==> src/rtl/ex_divider_pkg.sv <==
// Shared definitions for the EX-stage iterative divider.
//   DATA_W     : operand / result width
//   DIV_CYCLES : restoring iterations per divide
//   COUNT_W    : iteration counter width
//   div_state_e: divider FSM encoding
package ex_divider_pkg;

  localparam int unsigned DATA_W     = 32;
  localparam int unsigned DIV_CYCLES = 32;
  localparam int unsigned COUNT_W    = 6;
  localparam int unsigned REM_W      = DATA_W + 1;

  typedef enum logic [1:0] {
    DIV_IDLE = 2'd0,
    DIV_BUSY = 2'd1,
    DIV_DONE = 2'd2
  } div_state_e;

endpackage

==> src/rtl/ex_divider_sign_fix.sv <==
// Sign handling for signed divide: magnitude extraction on the way in and
// sign restoration of quotient/remainder on the way out. Purely combinational.
//   is_signed          : 1 = DIV, 0 = DIVU
//   dividend, divisor  : raw operands
//   quo_mag, rem_mag   : unsigned quotient / remainder from the iteration
//   neg_quo, neg_rem   : sign flags latched at start
//   dividend_mag_c     : |dividend| (or dividend when unsigned)
//   divisor_mag_c      : |divisor|  (or divisor when unsigned)
//   neg_quo_c          : quotient must be negated (operand signs differ)
//   neg_rem_c          : remainder must be negated (dividend negative)
//   quo_c, rem_c       : signed-corrected results
module ex_divider_sign_fix
  import ex_divider_pkg::*;
(
  input  logic              is_signed,
  input  logic [DATA_W-1:0] dividend,
  input  logic [DATA_W-1:0] divisor,
  input  logic [DATA_W-1:0] quo_mag,
  input  logic [DATA_W-1:0] rem_mag,
  input  logic              neg_quo,
  input  logic              neg_rem,
  output logic [DATA_W-1:0] dividend_mag_c,
  output logic [DATA_W-1:0] divisor_mag_c,
  output logic              neg_quo_c,
  output logic              neg_rem_c,
  output logic [DATA_W-1:0] quo_c,
  output logic [DATA_W-1:0] rem_c
);

  logic dividend_neg;
  logic divisor_neg;

  // 0x80000000 negates to itself, which is the correct unsigned magnitude
  always_comb begin
    dividend_neg   = is_signed & dividend[DATA_W-1];
    divisor_neg    = is_signed & divisor[DATA_W-1];
    dividend_mag_c = dividend_neg ? (~dividend + DATA_W'(1)) : dividend;
    divisor_mag_c  = divisor_neg  ? (~divisor  + DATA_W'(1)) : divisor;
    neg_quo_c      = dividend_neg ^ divisor_neg;
    neg_rem_c      = dividend_neg;
    quo_c          = neg_quo ? (~quo_mag + DATA_W'(1)) : quo_mag;
    rem_c          = neg_rem ? (~rem_mag + DATA_W'(1)) : rem_mag;
  end

endmodule

==> src/rtl/ex_divider.sv <==
// Iterative radix-2 restoring divider for DIV/DIVU in the EX stage.
// Holds the pipeline via stall_req while iterating; pulses done for one
// cycle when hi (remainder) / lo (quotient) carry a fresh result.
//   clk, rst             : clock, synchronous active-high reset
//   start, is_signed     : divide request and sign mode (sampled in IDLE)
//   flush                : annul any in-flight divide
//   operand_1, operand_2 : dividend, divisor
//   stall_req            : combinational pipeline hold
//   done                 : one-cycle completion pulse
//   hi, lo               : remainder, quotient (held until next completion)
module ex_divider
  import ex_divider_pkg::*;
(
  input  logic              clk,
  input  logic              rst,
  input  logic              start,
  input  logic              is_signed,
  input  logic              flush,
  input  logic [DATA_W-1:0] operand_1,
  input  logic [DATA_W-1:0] operand_2,
  output logic              stall_req,
  output logic              done,
  output logic [DATA_W-1:0] hi,
  output logic [DATA_W-1:0] lo
);

  div_state_e         state_q, state_d;
  logic [COUNT_W-1:0] count_q;
  logic [REM_W-1:0]   rem_q;
  logic [DATA_W-1:0]  quo_q;
  logic [DATA_W-1:0]  dvs_q;
  logic               neg_quo_q, neg_rem_q;

  logic               load, div_zero, step, last;
  logic [REM_W:0]     shifted, diff;
  logic               keep;
  logic [REM_W-1:0]   rem_step;
  logic [DATA_W-1:0]  quo_step;

  logic [DATA_W-1:0]  dividend_mag, divisor_mag, quo_fix, rem_fix;
  logic               neg_quo, neg_rem;

  ex_divider_sign_fix u_sign_fix (
    .is_signed      (is_signed),
    .dividend       (operand_1),
    .divisor        (operand_2),
    .quo_mag        (quo_step),
    .rem_mag        (rem_step[DATA_W-1:0]),
    .neg_quo        (neg_quo_q),
    .neg_rem        (neg_rem_q),
    .dividend_mag_c (dividend_mag),
    .divisor_mag_c  (divisor_mag),
    .neg_quo_c      (neg_quo),
    .neg_rem_c      (neg_rem),
    .quo_c          (quo_fix),
    .rem_c          (rem_fix)
  );

  // One restoring step: shift {rem, quo} left, trial-subtract divisor magnitude
  always_comb begin
    shifted  = {rem_q, quo_q[DATA_W-1]};
    diff     = shifted - (REM_W+1)'(dvs_q);
    keep     = (shifted >= (REM_W+1)'(dvs_q));
    rem_step = keep ? REM_W'(diff) : REM_W'(shifted);
    quo_step = {quo_q[DATA_W-2:0], keep};
  end

  // Next-state and control decode; flush overrides start and iteration
  always_comb begin
    state_d  = state_q;
    load     = 1'b0;
    div_zero = 1'b0;
    step     = 1'b0;
    last     = (count_q == COUNT_W'(DIV_CYCLES - 1));
    unique case (state_q)
      DIV_IDLE: begin
        if (start && !flush) begin
          load = 1'b1;
          if (operand_2 == '0) begin
            div_zero = 1'b1;
            state_d  = DIV_DONE;
          end else begin
            state_d  = DIV_BUSY;
          end
        end
      end
      DIV_BUSY: begin
        if (flush) begin
          state_d = DIV_IDLE;
        end else begin
          step = 1'b1;
          if (last) state_d = DIV_DONE;
        end
      end
      DIV_DONE: state_d = DIV_IDLE;
      default:  state_d = DIV_IDLE;
    endcase
  end

  always_comb begin
    stall_req = ((state_q == DIV_IDLE) && start && !flush) ||
                ((state_q == DIV_BUSY) && !flush);
  end

  // State register
  always_ff @(posedge clk) begin
    if (rst) state_q <= DIV_IDLE;
    else     state_q <= state_d;
  end

  // Iteration datapath, counter and registered results
  always_ff @(posedge clk) begin
    if (rst) begin
      count_q   <= '0;
      rem_q     <= '0;
      quo_q     <= '0;
      dvs_q     <= '0;
      neg_quo_q <= 1'b0;
      neg_rem_q <= 1'b0;
      hi        <= '0;
      lo        <= '0;
      done      <= 1'b0;
    end else begin
      if (load) begin
        count_q   <= '0;
        rem_q     <= '0;
        quo_q     <= dividend_mag;
        dvs_q     <= divisor_mag;
        neg_quo_q <= neg_quo;
        neg_rem_q <= neg_rem;
      end else if (step) begin
        count_q   <= count_q + COUNT_W'(1);
        rem_q     <= rem_step;
        quo_q     <= quo_step;
      end
      if (div_zero) begin
        hi <= operand_1;
        lo <= '1;
      end else if (step && last) begin
        hi <= rem_fix;
        lo <= quo_fix;
      end
      done <= (state_d == DIV_DONE);
    end
  end

endmodule

==> config.mk <==
export PLATFORM = sky130hd
export DESIGN_NAME = ex_divider
export DESIGN_NICKNAME = d
export VERILOG_FILES = /design/src/rtl/ex_divider_pkg.sv /design/src/rtl/ex_divider_sign_fix.sv /design/src/rtl/ex_divider.sv
export SDC_FILE = /design/constraint.sdc
export NUM_CORES = 1
export LEC_CHECK = 0
export BUFFER_PORTS_ARGS = -buffer_cell sky130_fd_sc_hd__buf_4
export CORE_ASPECT_RATIO = 1.1
export CORE_MARGIN = 5
export CORE_UTILIZATION = 50
export DETAILED_ROUTE_END_ITERATION = 8
export PLACE_DENSITY = 0.7
export SLEW_MARGIN = 10
export SYNTH_ARGS = -nofsm -noshare
export SYNTH_HDL_FRONTEND = slang
export SYNTH_SLANG_ARGS = --single-unit
export TNS_END_PERCENT = 100
==> constraint.sdc <==
create_clock -name clk -period 8.4 [get_ports clk]
set_clock_uncertainty 0.15 [all_clocks]
set_input_delay 0.84 -clock clk [delete_from_list [all_inputs] [get_ports clk]]
set_output_delay 0.84 -clock clk [all_outputs]
set_load 0.005 [all_outputs]
==> flow_metrics.py <==
metrics = {
    "global_routing": {
        "overflow": 0,
        "grt_max_degree": 80,
        "antenna_found_initial": 0,
        "groute.usage.overall_pct": 25.2,
        "grt_pass1_vias": 10700,
        "grt_pass1_wl_mm": 55.0,
    },
    "timing": {
        "period_needed_ns": 5.32,
        "setup_viol": 0,
        "finalHoldViolations": 0,
        "timing.fmax_ghz": 0.188,
        "fin_crit_sh_pct": 63.4,
        "tightest_slew_ns": 1.01,
        "slew_headroom_pct": 32.4,
        "rsz0062_at_grt": "false",
        "fin_setup_tns_ns": 0,
        "slew_violations": 0,
    },
    "power": {
        "p_leak_uw": 0.00505,
        "powerDensity_nw_per_um2": 181,
        "power.total_uw": 2430,
        "ir_drop_mv": 0.156,
    },
    "yosys": {
        "synth_top_family_by_area": "compound AO/OA/AOI/OAI gates",
        "synth-xor-area-share_pct": 9.92,
        "synth-edff-count": 0,
        "synthTopCellsByArea": "dfxtp_1 29%, nor2_1 7.2%, xnor2_1 5.5%",
        "synth_mux_area_share_pct": 2.50,
        "post-synth-top-count-cell": "nor2_1",
        "seq_area_frac_synth_pct": 29.3,
        "yosys.area.top_type_share_pct": 29.3,
        "synthCells": 1539,
        "yosysWarnings": 0,
        "synthSimpleGateAreaFrac_pct": 22.0,
        "synth_flop_cell": "dfxtp_1",
        "synth_fp_nets": 1646,
        "synth-seq-cells": 172,
        "synth.avg_cell_area_um2": 7.63,
        "yosys.area_share.adder_pct": 4.11,
        "synth_area_um2": 11700,
        "yosys.cell_types.count": 84,
        "yosysTopAreaCell": "dfxtp_1",
        "synth_compound_area_share_pct": 26.6,
        "synth_common_cells": "225 x nor2_1, 172 x dfxtp_1, 135 x nand2_1",
        "async_flop_share_pct": 0,
    },
    "clocking": {
        "cts_made_buffers": 17,
        "root_buffer": "clkbuf_16",
        "hold_buffers": 0,
        "cts_sinks": 172,
        "clock_tree.buffer_depth": 2,
        "insertion_delay_ns": 0.44,
        "cts_resized": 0,
        "clk_pin_slew_ns": 0.07,
        "h-tree-depth": 4,
        "cts_setup_buffers": 0,
        "cts_tree": "done",
    },
    "drt": {
        "drtIter0Drc": 787,
        "routed_wl_mm": 34.5,
        "drc": 0,
        "ant_nets": 0,
        "vias_per_cell": 6.00,
        "drt-pass1-iter-count": 5,
        "wl_per_cell_um": 17.9,
        "routed-via-count": 11500,
    },
    "cells_and_area": {
        "area_growth_pct": 14.2,
        "design.final.nets": 1715,
        "final_area_um2": 13400,
        "drive_gt1_share_pct": 13.9,
        "diodes": 0,
    },
    "setup_path": {
        "cp.arrival_ns": 5.52,
        "endpoint_kind": "register",
        "cp-start-kind": "register",
        "cp_max_fo": 47,
        "required_ns": 8.60,
        "crit_type": "register to register",
    },
    "run": {
        "maxCapViolations": 0,
    },
    "die": {
        "initial_core_util_pct": 51.1,
        "die_h_um": 171,
        "die_w_um": 156,
        "rows": 58,
        "io-pin-count": 135,
        "die-area_um2": 26700,
        "core_area_um2": 23000,
    },
    "placed_design": {
        "hpwl_mm": 26.2,
        "gp_congestion": 0.981,
        "dpl_cell_area_um2": 12800,
        "numPortBuffers": 134,
    },
    "hold_path": {
        "hold_path.class": "register to register",
    },
    "run_status": {
        "status": "finished, final reports clean",
    },
}
-- flip-flops by register name, indices dropped and copies added, names as in the netlist --
signal / count
count_q: 6
done: 1
dvs_q: 32
hi: 32
lo: 32
neg_quo_q: 1
neg_rem_q: 1
quo_q: 32
rem_q: 33
state_q: 2
-- final timing paths --
kind	startpoint	to	slack, ns	cells past startpoint
worst max-delay path	quo_q[31]	hi[28]	3.08	18
worst min-delay path	dvs_q[31]	dvs_q[31]	0.31	2
worst max register to register	quo_q[31]	hi[28]	3.08	18
worst min register to register	dvs_q[31]	dvs_q[31]	0.31	2
-- kinds of logic after synthesis --
group | after synthesis
flops | 172
xor+xnor | 133
simple gates | 553
compound gates | 454
fa+ha+maj | 38
buf+inv | 163
mux | 26
-- worst max-delay path, stage by stage (launching register included) --
cell	delay (ns)
dfxtp_1	0.35
inv_1	0.07
ha_1	0.19
inv_1	0.07
fa_1	0.42
a21o_1	0.24
a221oi_4	0.32
o21bai_2	0.13
a32o_2	0.31
or3_4	0.60
o21ai_0	0.40
ha_1	0.30
nand3_1	0.13
mux2i_4	0.23
o21ai_1	0.16
nor4_1	0.53
a41oi_1	0.23
xnor2_1	0.16
a211oi_1	0.21
-- metal layers --
metal	global-route usage [%]	up-vias	share of wire (%)
met5	0	-	0
met4	7.25	0	1.5
met3	3.39	45	6.0
met2	44.1	390	49
met1	32.5	5358	44
li1	-	5732	-
-- through the flow --
stage / utilization, % / std cells / worst slack [ns] / hold WS, ns
4_1_cts: 58.3 / 1921 / 3.12 / 0.318
3_3_place_gp: 55.8 / 1889 / 3.30 / 0.296
3_5_place_dp: 55.8 / 1889 / 3.15 / 0.308
2_1_floorplan: - / 1539 / 3.50 / 0.282
6_report: 58.3 / 1921 / 3.08 / 0.312
5_1_grt: 58.3 / 1921 / 2.71 / 0.338
-- cell usage in the layout, fill, tap and decap left out, drive strengths merged, types with 8 or more instances in the layout --
cell / n
a21o: 8
nand3: 17
nor4: 23
clkbuf: 18
xnor2: 74
or3: 33
buf: 146
xor2: 59
a21oi: 124
and2: 9
o41ai: 8
mux2i: 19
nand4: 17
inv: 74
and3: 9
nand2: 135
o31ai: 23
nor2: 225
nor3: 46
a211oi: 86
a221oi: 8
a31oi: 15
o21ai: 77
a2111oi: 19
dfxtp: 172
o221ai: 30
ha: 37
or4: 11
-- power breakdown --
part           switching, uW  internal (uW)
logic                    480            290
registers               31.8            843
clock network            389            398
total                    901           1530
-- area by class of cell --
cell class	count	area, um^2
fill	2194	9590
clock buffer	18	429
multi-input combinational	1204	7670
tap	300	375
inverter	67	251
sequential	172	3440
timing repair buffer	146	1100
clock inverter	14	148
No activity file was read; power rests on OpenSTA's default activity.
